$ cat config.mk
export PLATFORM = sky130hd
export DESIGN_NAME = wb_stage
export DESIGN_NICKNAME = d
export VERILOG_FILES = /design/src/rtl/wb_stage.sv
export SDC_FILE = /design/constraint.sdc
export NUM_CORES = 1
export LEC_CHECK = 0
export CORE_MARGIN = 5
export CORE_UTILIZATION = 52
export DETAILED_ROUTE_END_ITERATION = 8
export GPL_ROUTABILITY_DRIVEN = 0
export PLACE_DENSITY = 0.8
export RECOVER_POWER = 100
export SLEW_MARGIN = 20
export SYNTH_ARGS = -nofsm -noshare
export SYNTH_HDL_FRONTEND = slang
export SYNTH_SLANG_ARGS = --single-unit
$ cat constraint.sdc
create_clock -name clk -period 3.65 [get_ports clk]
set_input_delay 0.73 -clock clk [delete_from_list [all_inputs] [get_ports clk]]
set_output_delay 0.73 -clock clk [all_outputs]
set_load 0.05 [all_outputs]
$ cat src/rtl/wb_stage.sv
// Writeback stage: sole register-file writer, merging ALU results and buffered loads.
// Define WB_PERF_EN to add the perf_* writeback/stall counters.
module wb_stage #(
    parameter int LD_FIFO_DEPTH = 2,
    parameter int STARVE_LIMIT  = 4
) (
    input  logic        clk,
    input  logic        reset,
    input  logic        alu_valid,
    output logic        alu_ready,
    input  logic [4:0]  alu_rd,
    input  logic [31:0] alu_data,
    input  logic        ld_valid,
    output logic        ld_ready,
    input  logic [4:0]  ld_rd,
    input  logic [2:0]  ld_funct3,
    input  logic [1:0]  ld_addr_lo,
    input  logic [31:0] ld_rdata,
`ifdef WB_PERF_EN
    output logic [31:0] perf_alu_wb,
    output logic [31:0] perf_ld_wb,
    output logic [31:0] perf_ld_stall,
    output logic [31:0] perf_starve,
`endif
    output logic        rf_write_enable,
    output logic [4:0]  rf_rd_address,
    output logic [31:0] rf_write_data
);

    localparam int AW = (LD_FIFO_DEPTH > 1) ? $clog2(LD_FIFO_DEPTH) : 1;
    localparam int CW = $clog2(LD_FIFO_DEPTH + 1);
    localparam int SW = $clog2(STARVE_LIMIT + 1);
    localparam logic [CW-1:0] DEPTH_C = CW'(LD_FIFO_DEPTH);
    localparam logic [SW-1:0] LIMIT_C = SW'(STARVE_LIMIT);

    logic [4:0]    fifo_rd   [LD_FIFO_DEPTH];
    logic [2:0]    fifo_f3   [LD_FIFO_DEPTH];
    logic [1:0]    fifo_lo   [LD_FIFO_DEPTH];
    logic [31:0]   fifo_word [LD_FIFO_DEPTH];
    logic [AW-1:0] wr_ptr;
    logic [AW-1:0] rd_ptr;
    logic [CW-1:0] count;
    logic [SW-1:0] starve_cnt;

    logic        ne;
    logic        forced;
    logic        alu_sel;
    logic        load_sel;
    logic        enq;
    logic [4:0]  head_rd;
    logic [2:0]  head_f3;
    logic [1:0]  head_lo;
    logic [31:0] head_word;
    logic [7:0]  head_byte;
    logic [15:0] head_half;
    logic [31:0] head_ext;

    assign ne        = (count != '0);
    assign forced    = ne && (starve_cnt >= LIMIT_C);
    assign alu_ready = !forced;
    assign ld_ready  = (count != DEPTH_C);
    assign alu_sel   = alu_valid && !forced;
    // Same as ne && (!alu_valid || forced), but exclusive with alu_sel by construction.
    assign load_sel  = ne && !alu_sel;
    assign enq       = ld_valid && ld_ready;

    assign head_rd   = fifo_rd[rd_ptr];
    assign head_f3   = fifo_f3[rd_ptr];
    assign head_lo   = fifo_lo[rd_ptr];
    assign head_word = fifo_word[rd_ptr];

    always_comb begin
        head_byte = head_word[{head_lo, 3'b000} +: 8];
        head_half = head_lo[1] ? head_word[31:16] : head_word[15:0];
        head_ext  = '0;
        unique case (head_f3)
            3'b000:  head_ext = {{24{head_byte[7]}}, head_byte};
            3'b100:  head_ext = {24'd0, head_byte};
            3'b001:  head_ext = {{16{head_half[15]}}, head_half};
            3'b101:  head_ext = {16'd0, head_half};
            3'b010:  head_ext = head_word;
            default: head_ext = '0;
        endcase
    end

    always_ff @(posedge clk) begin
        if (enq) begin
            fifo_rd[wr_ptr]   <= ld_rd;
            fifo_f3[wr_ptr]   <= ld_funct3;
            fifo_lo[wr_ptr]   <= ld_addr_lo;
            fifo_word[wr_ptr] <= ld_rdata;
        end
    end

    always_ff @(posedge clk or posedge reset) begin
        if (reset) begin
            wr_ptr <= '0;
            rd_ptr <= '0;
            count  <= '0;
        end else begin
            if (enq)
                wr_ptr <= wr_ptr + AW'(1);
            if (load_sel)
                rd_ptr <= rd_ptr + AW'(1);
            unique case ({enq, load_sel})
                2'b10:   count <= count + CW'(1);
                2'b01:   count <= count - CW'(1);
                default: count <= count;
            endcase
        end
    end

    always_ff @(posedge clk or posedge reset) begin
        if (reset)
            starve_cnt <= '0;
        else if (load_sel || !ne)
            starve_cnt <= '0;
        else if (alu_sel && starve_cnt != LIMIT_C)
            starve_cnt <= starve_cnt + SW'(1);
    end

    always_ff @(posedge clk or posedge reset) begin
        if (reset) begin
            rf_write_enable <= 1'b0;
            rf_rd_address   <= '0;
            rf_write_data   <= '0;
        end else begin
            unique case (1'b1)
                alu_sel: begin
                    rf_write_enable <= (alu_rd != 5'd0);
                    rf_rd_address   <= alu_rd;
                    rf_write_data   <= alu_data;
                end
                load_sel: begin
                    rf_write_enable <= (head_rd != 5'd0);
                    rf_rd_address   <= head_rd;
                    rf_write_data   <= head_ext;
                end
                default: rf_write_enable <= 1'b0;
            endcase
        end
    end

`ifdef WB_PERF_EN
    always_ff @(posedge clk or posedge reset) begin
        if (reset) begin
            perf_alu_wb   <= '0;
            perf_ld_wb    <= '0;
            perf_ld_stall <= '0;
            perf_starve   <= '0;
        end else begin
            if (alu_sel)
                perf_alu_wb <= perf_alu_wb + 32'd1;
            if (load_sel)
                perf_ld_wb <= perf_ld_wb + 32'd1;
            if (ld_valid && !ld_ready)
                perf_ld_stall <= perf_ld_stall + 32'd1;
            if (forced)
                perf_starve <= perf_starve + 32'd1;
        end
    end
`endif

endmodule

==> run_results.csv, run 1 <==
group,metric,value,unit
timing,finalSetupViolCount,0,
floorplanning,dieArea,14100,sq um
layout,n_antenna_cell,0,
timing,tns,0,ns
layout,multiInputGateArea,2300,sq um
route,dr.pass1.iters,6,
route,antenna_left,0,
route,routed.top_layer,"met4",
timing,hold_violations,0,
clock_tree,cts.sinks,129,
layout,drive_gt1_frac,0.110,
route,wirelength,16600,um
min_path,hold_path_depth,1,
synth,ys.flop_type,"edfxtp_1",
synth,async_flop_share,0.349,
clock_tree,cts_setup_buffers,0,
global_route,grt_pass1_vias,4875,
global_route,grt_max_degree,56,
worst_setup_path,ff2ff_path_depth,6,
timing,tightest_slew,2.10,ns
timing,drv_slew,102,
min_path,hold_class,"register to register",
synth,seq_area_frac_synth,0.591,
synth,netlist_area,6170,sq um
synth,yosys_register_bits,129,
run,maxCapViolations,2,
pwr,vdd_drop_max,0.498,mV
synth,yosys_warnings,0,
placement,place_hpwl,11500,um
synth,yosysTopAreaCell,"edfxtp_1",
global_route,grt_pass1_wl,26100,um
worst_setup_path,crit_path_start_kind,"register",
route,drt-met1-wl,6390,um
synth,syn_area_per_cell,12.4,sq um
clock_tree,htreeDepth,4,
layout,n_fill_cell,835,
floorplanning,start_util,0.536,
clock_tree,postCtsHoldBufs,0,
clock_tree,clkTransAtPathRegs,0.05,ns
synth,ys_types,54,
synth,synthTopCellsByArea,"edfxtp_1, dfrtp_1, mux2i_1",
worst_setup_path,cp_top_family,"buffers and inverters",
layout,nets,702,
route,route.detailed.drc,0,
clock_tree,insertion_delay,0.41,ns
route,wire_per_inst,21.6,um
route,route.met2.wl,8020,um
route,drtIter0Drc,721,
timing,slew_headroom,-0.410,
worst_setup_path,worst-path-buf-inv,1,
global_route,grt_usage,0.236,
worst_setup_path,crit_cells,6,
worst_setup_path,slowest_delay,1.12,ns
synth,synth_edf_count,84,
worst_setup_path,critPathKind,"register to register",
clock_tree,root_buffer,"clkbuf_16",
floorplanning,fp.coreArea,11500,sq um
floorplanning,rows,39,
floorplanning,die_y,119,um
status,violations,"max-capacitance violations, max-slew violations",
worst_setup_path,path_max_fanout,55,
global_route,antenna_found_initial,0,
placement,portBuffers,122,
status,outcome,"finished with violations",
layout,syn2layout_area_growth,29.4,%
worst_setup_path,worstPathArrival,3.54,ns
timing,fmax,306,MHz
pwr,p_leak,3.01,nW
floorplanning,num_io_pins,123,
layout,stdcell_area,7980,sq um
timing,fin_crit_sh,0.894,
timing,rsz0062_at_grt,"no",
clock_tree,cts.path.max_buffers,2,
worst_setup_path,end_kind,"register",
global_route,gr-total-overflow,0,
pwr,power.density,861,nW/um^2
route,vias_per_cell,6.27,
layout,regArea,3650,sq um
route,dr_wl_met3,1620,um
timing,clock-skew-final,0.00528,ns
synth,syn_nets,584,
route,vias,4841,
floorplanning,die_w,119,um
clock_tree,cts_tree,"yes",
clock_tree,cts_made_buffers,17,
placement,dpl_cell_area,7460,sq um
timing,period_needed,3.26,ns
synth,synth_cells,498,
worst_setup_path,required,3.93,ns
worst_setup_path,cp_cell_sequence,"clkbuf_2, nor2b_1, a32oi_1, nor2_1, nor3b_1, a21oi_1",
synth,synth_top_area_share,0.409,
worst_setup_path,crit_path_top_delay_cell,"clkbuf_2",
clock_tree,cts_resized,0,
layout by cell type, fill, tap and decap left out, types with 7 or more instances in the layout:
cell type / n
a21oi_1: 30
edfxtp_1: 84
nand2b_1: 18
o311ai_0: 8
mux2i_1: 24
mux2_2: 16
o21ai_0: 33
a22oi_1: 8
dlygate4sd3_1: 84
o211ai_1: 7
a222oi_1: 14
dfrtp_1: 44
a211oi_1: 7
clkbuf_1: 7
clkdlybuf4s50_1: 37
clkbuf_16: 17
nand2_1: 37
nor2_1: 40
o221ai_1: 9
nand3b_1: 8
o21a_1: 10
layer usage:
layer / GRT usage / vias to the layer above
met4: 0.0978 / 0
met1: 0.296 / 2323
met5: 0 / -
met2: 0.385 / 302
met3: 0.0678 / 62
li1: - / 2154
logic make-up (layout without fill, tap and decap cells):
group	after synthesis	after routing	synth area share
AOI/OAI and AO/OA	148	148	0.176
and+or+nand+nor	130	130	0.107
DFF	129	129	0.591
muxes	44	44	0.0791
buffers and inverters	39	170	0.0339
xor gates and xnor gates	5	5	0.00709
adders and majority gates	3	3	0.00608
flip-flops by register name, indices dropped and copies added (netlist names):
signal / cells
fifo_lo: 4
fifo_rd: 10
rf_write_data: 32
rf_write_enable: 1
fifo_word: 64
starve_cnt: 3
count: 2
fifo_f3: 6
rf_rd_address: 5
wr_ptr: 1
rd_ptr: 1
power breakdown:
group / internal (W) / leakage, nW / total [W] / switching (W)
Clock: 0.00103 / 0.277 / 0.00160 / 0.000576
Combinational: 0.000993 / 1.40 / 0.00300 / 0.00201
Sequential: 0.00204 / 1.33 / 0.00227 / 0.000225
Total: 0.00406 / 3.01 / 0.00687 / 0.00281
stage by stage:
step           power [W]  instances  setup slack [ns]  hold WS, ns   util
5_1_grt          0.00715        772             0.224        0.518  0.693
3_3_place_gp     0.00524        740              1.01        0.458  0.648
4_1_cts          0.00695        772             0.513        0.509  0.697
6_report         0.00687        772             0.387        0.515  0.693
2_1_floorplan    0.00442        498             0.342        0.443      -
3_5_place_dp     0.00533        740             0.957        0.490  0.648
synthesized netlist by cell type (2+ instances only):
library cell and instances:
a31oi_1 5, nor2b_1 3, nand2b_1 18, buf_8 2
a22oi_1 8, nand2_1 37, mux2_2 16, buf_6 3
edfxtp_1 84, mux2_4 3, clkbuf_1 21, o32ai_1 2
a211oi_1 7, buf_2 2, dfrtp_1 45, nor3b_1 2
nor2_1 41, o22ai_1 2, o211ai_1 7, nor3_1 4
nand3_1 6, a222oi_1 14, o21a_1 10, a21oi_1 24
and3_1 3, o21ai_0 33, buf_4 4, o221ai_1 9
inv_1 7, mux2i_1 24, xnor2_1 4, nand3b_1 8
a21oi_2 10, o311ai_0 8, ha_1 3
final cells by class:
cell class	instances	area share
Timing Repair Buffer	131	0.159
Inverter	7	0.00345
Sequential cell	129	0.457
Tap cell	143	0.0224
Clock inverter	9	0.0114
Multi-Input combinational cell	330	0.288
Clock buffer	23	0.0586
final timing paths:
check / startpoint / end / slack [ns]
min in group asynchronous: reset / rf_rd_address[0] / 1.33
max in group asynchronous: reset / rd_ptr / 1.24
max reg2reg: rd_ptr / rf_write_data[15] / 0.39
max: rd_ptr / rf_write_data[15] / 0.39
min reg2reg: starve_cnt[0] / starve_cnt[0] / 0.51
min: starve_cnt[0] / starve_cnt[0] / 0.51
(Power assumes the default switching activity.)
==> run 2, diff against run 1 <==
--- a/config.mk
+++ b/config.mk
@@ -5,6 +5,7 @@
 export SDC_FILE = /design/constraint.sdc
 export NUM_CORES = 1
 export LEC_CHECK = 0
+export CAP_MARGIN = 20
 export CORE_MARGIN = 5
 export CORE_UTILIZATION = 52
 export DETAILED_ROUTE_END_ITERATION = 8
==> results of run 2 <==
Final layout, timing and power as in run 1 (identical DEF).
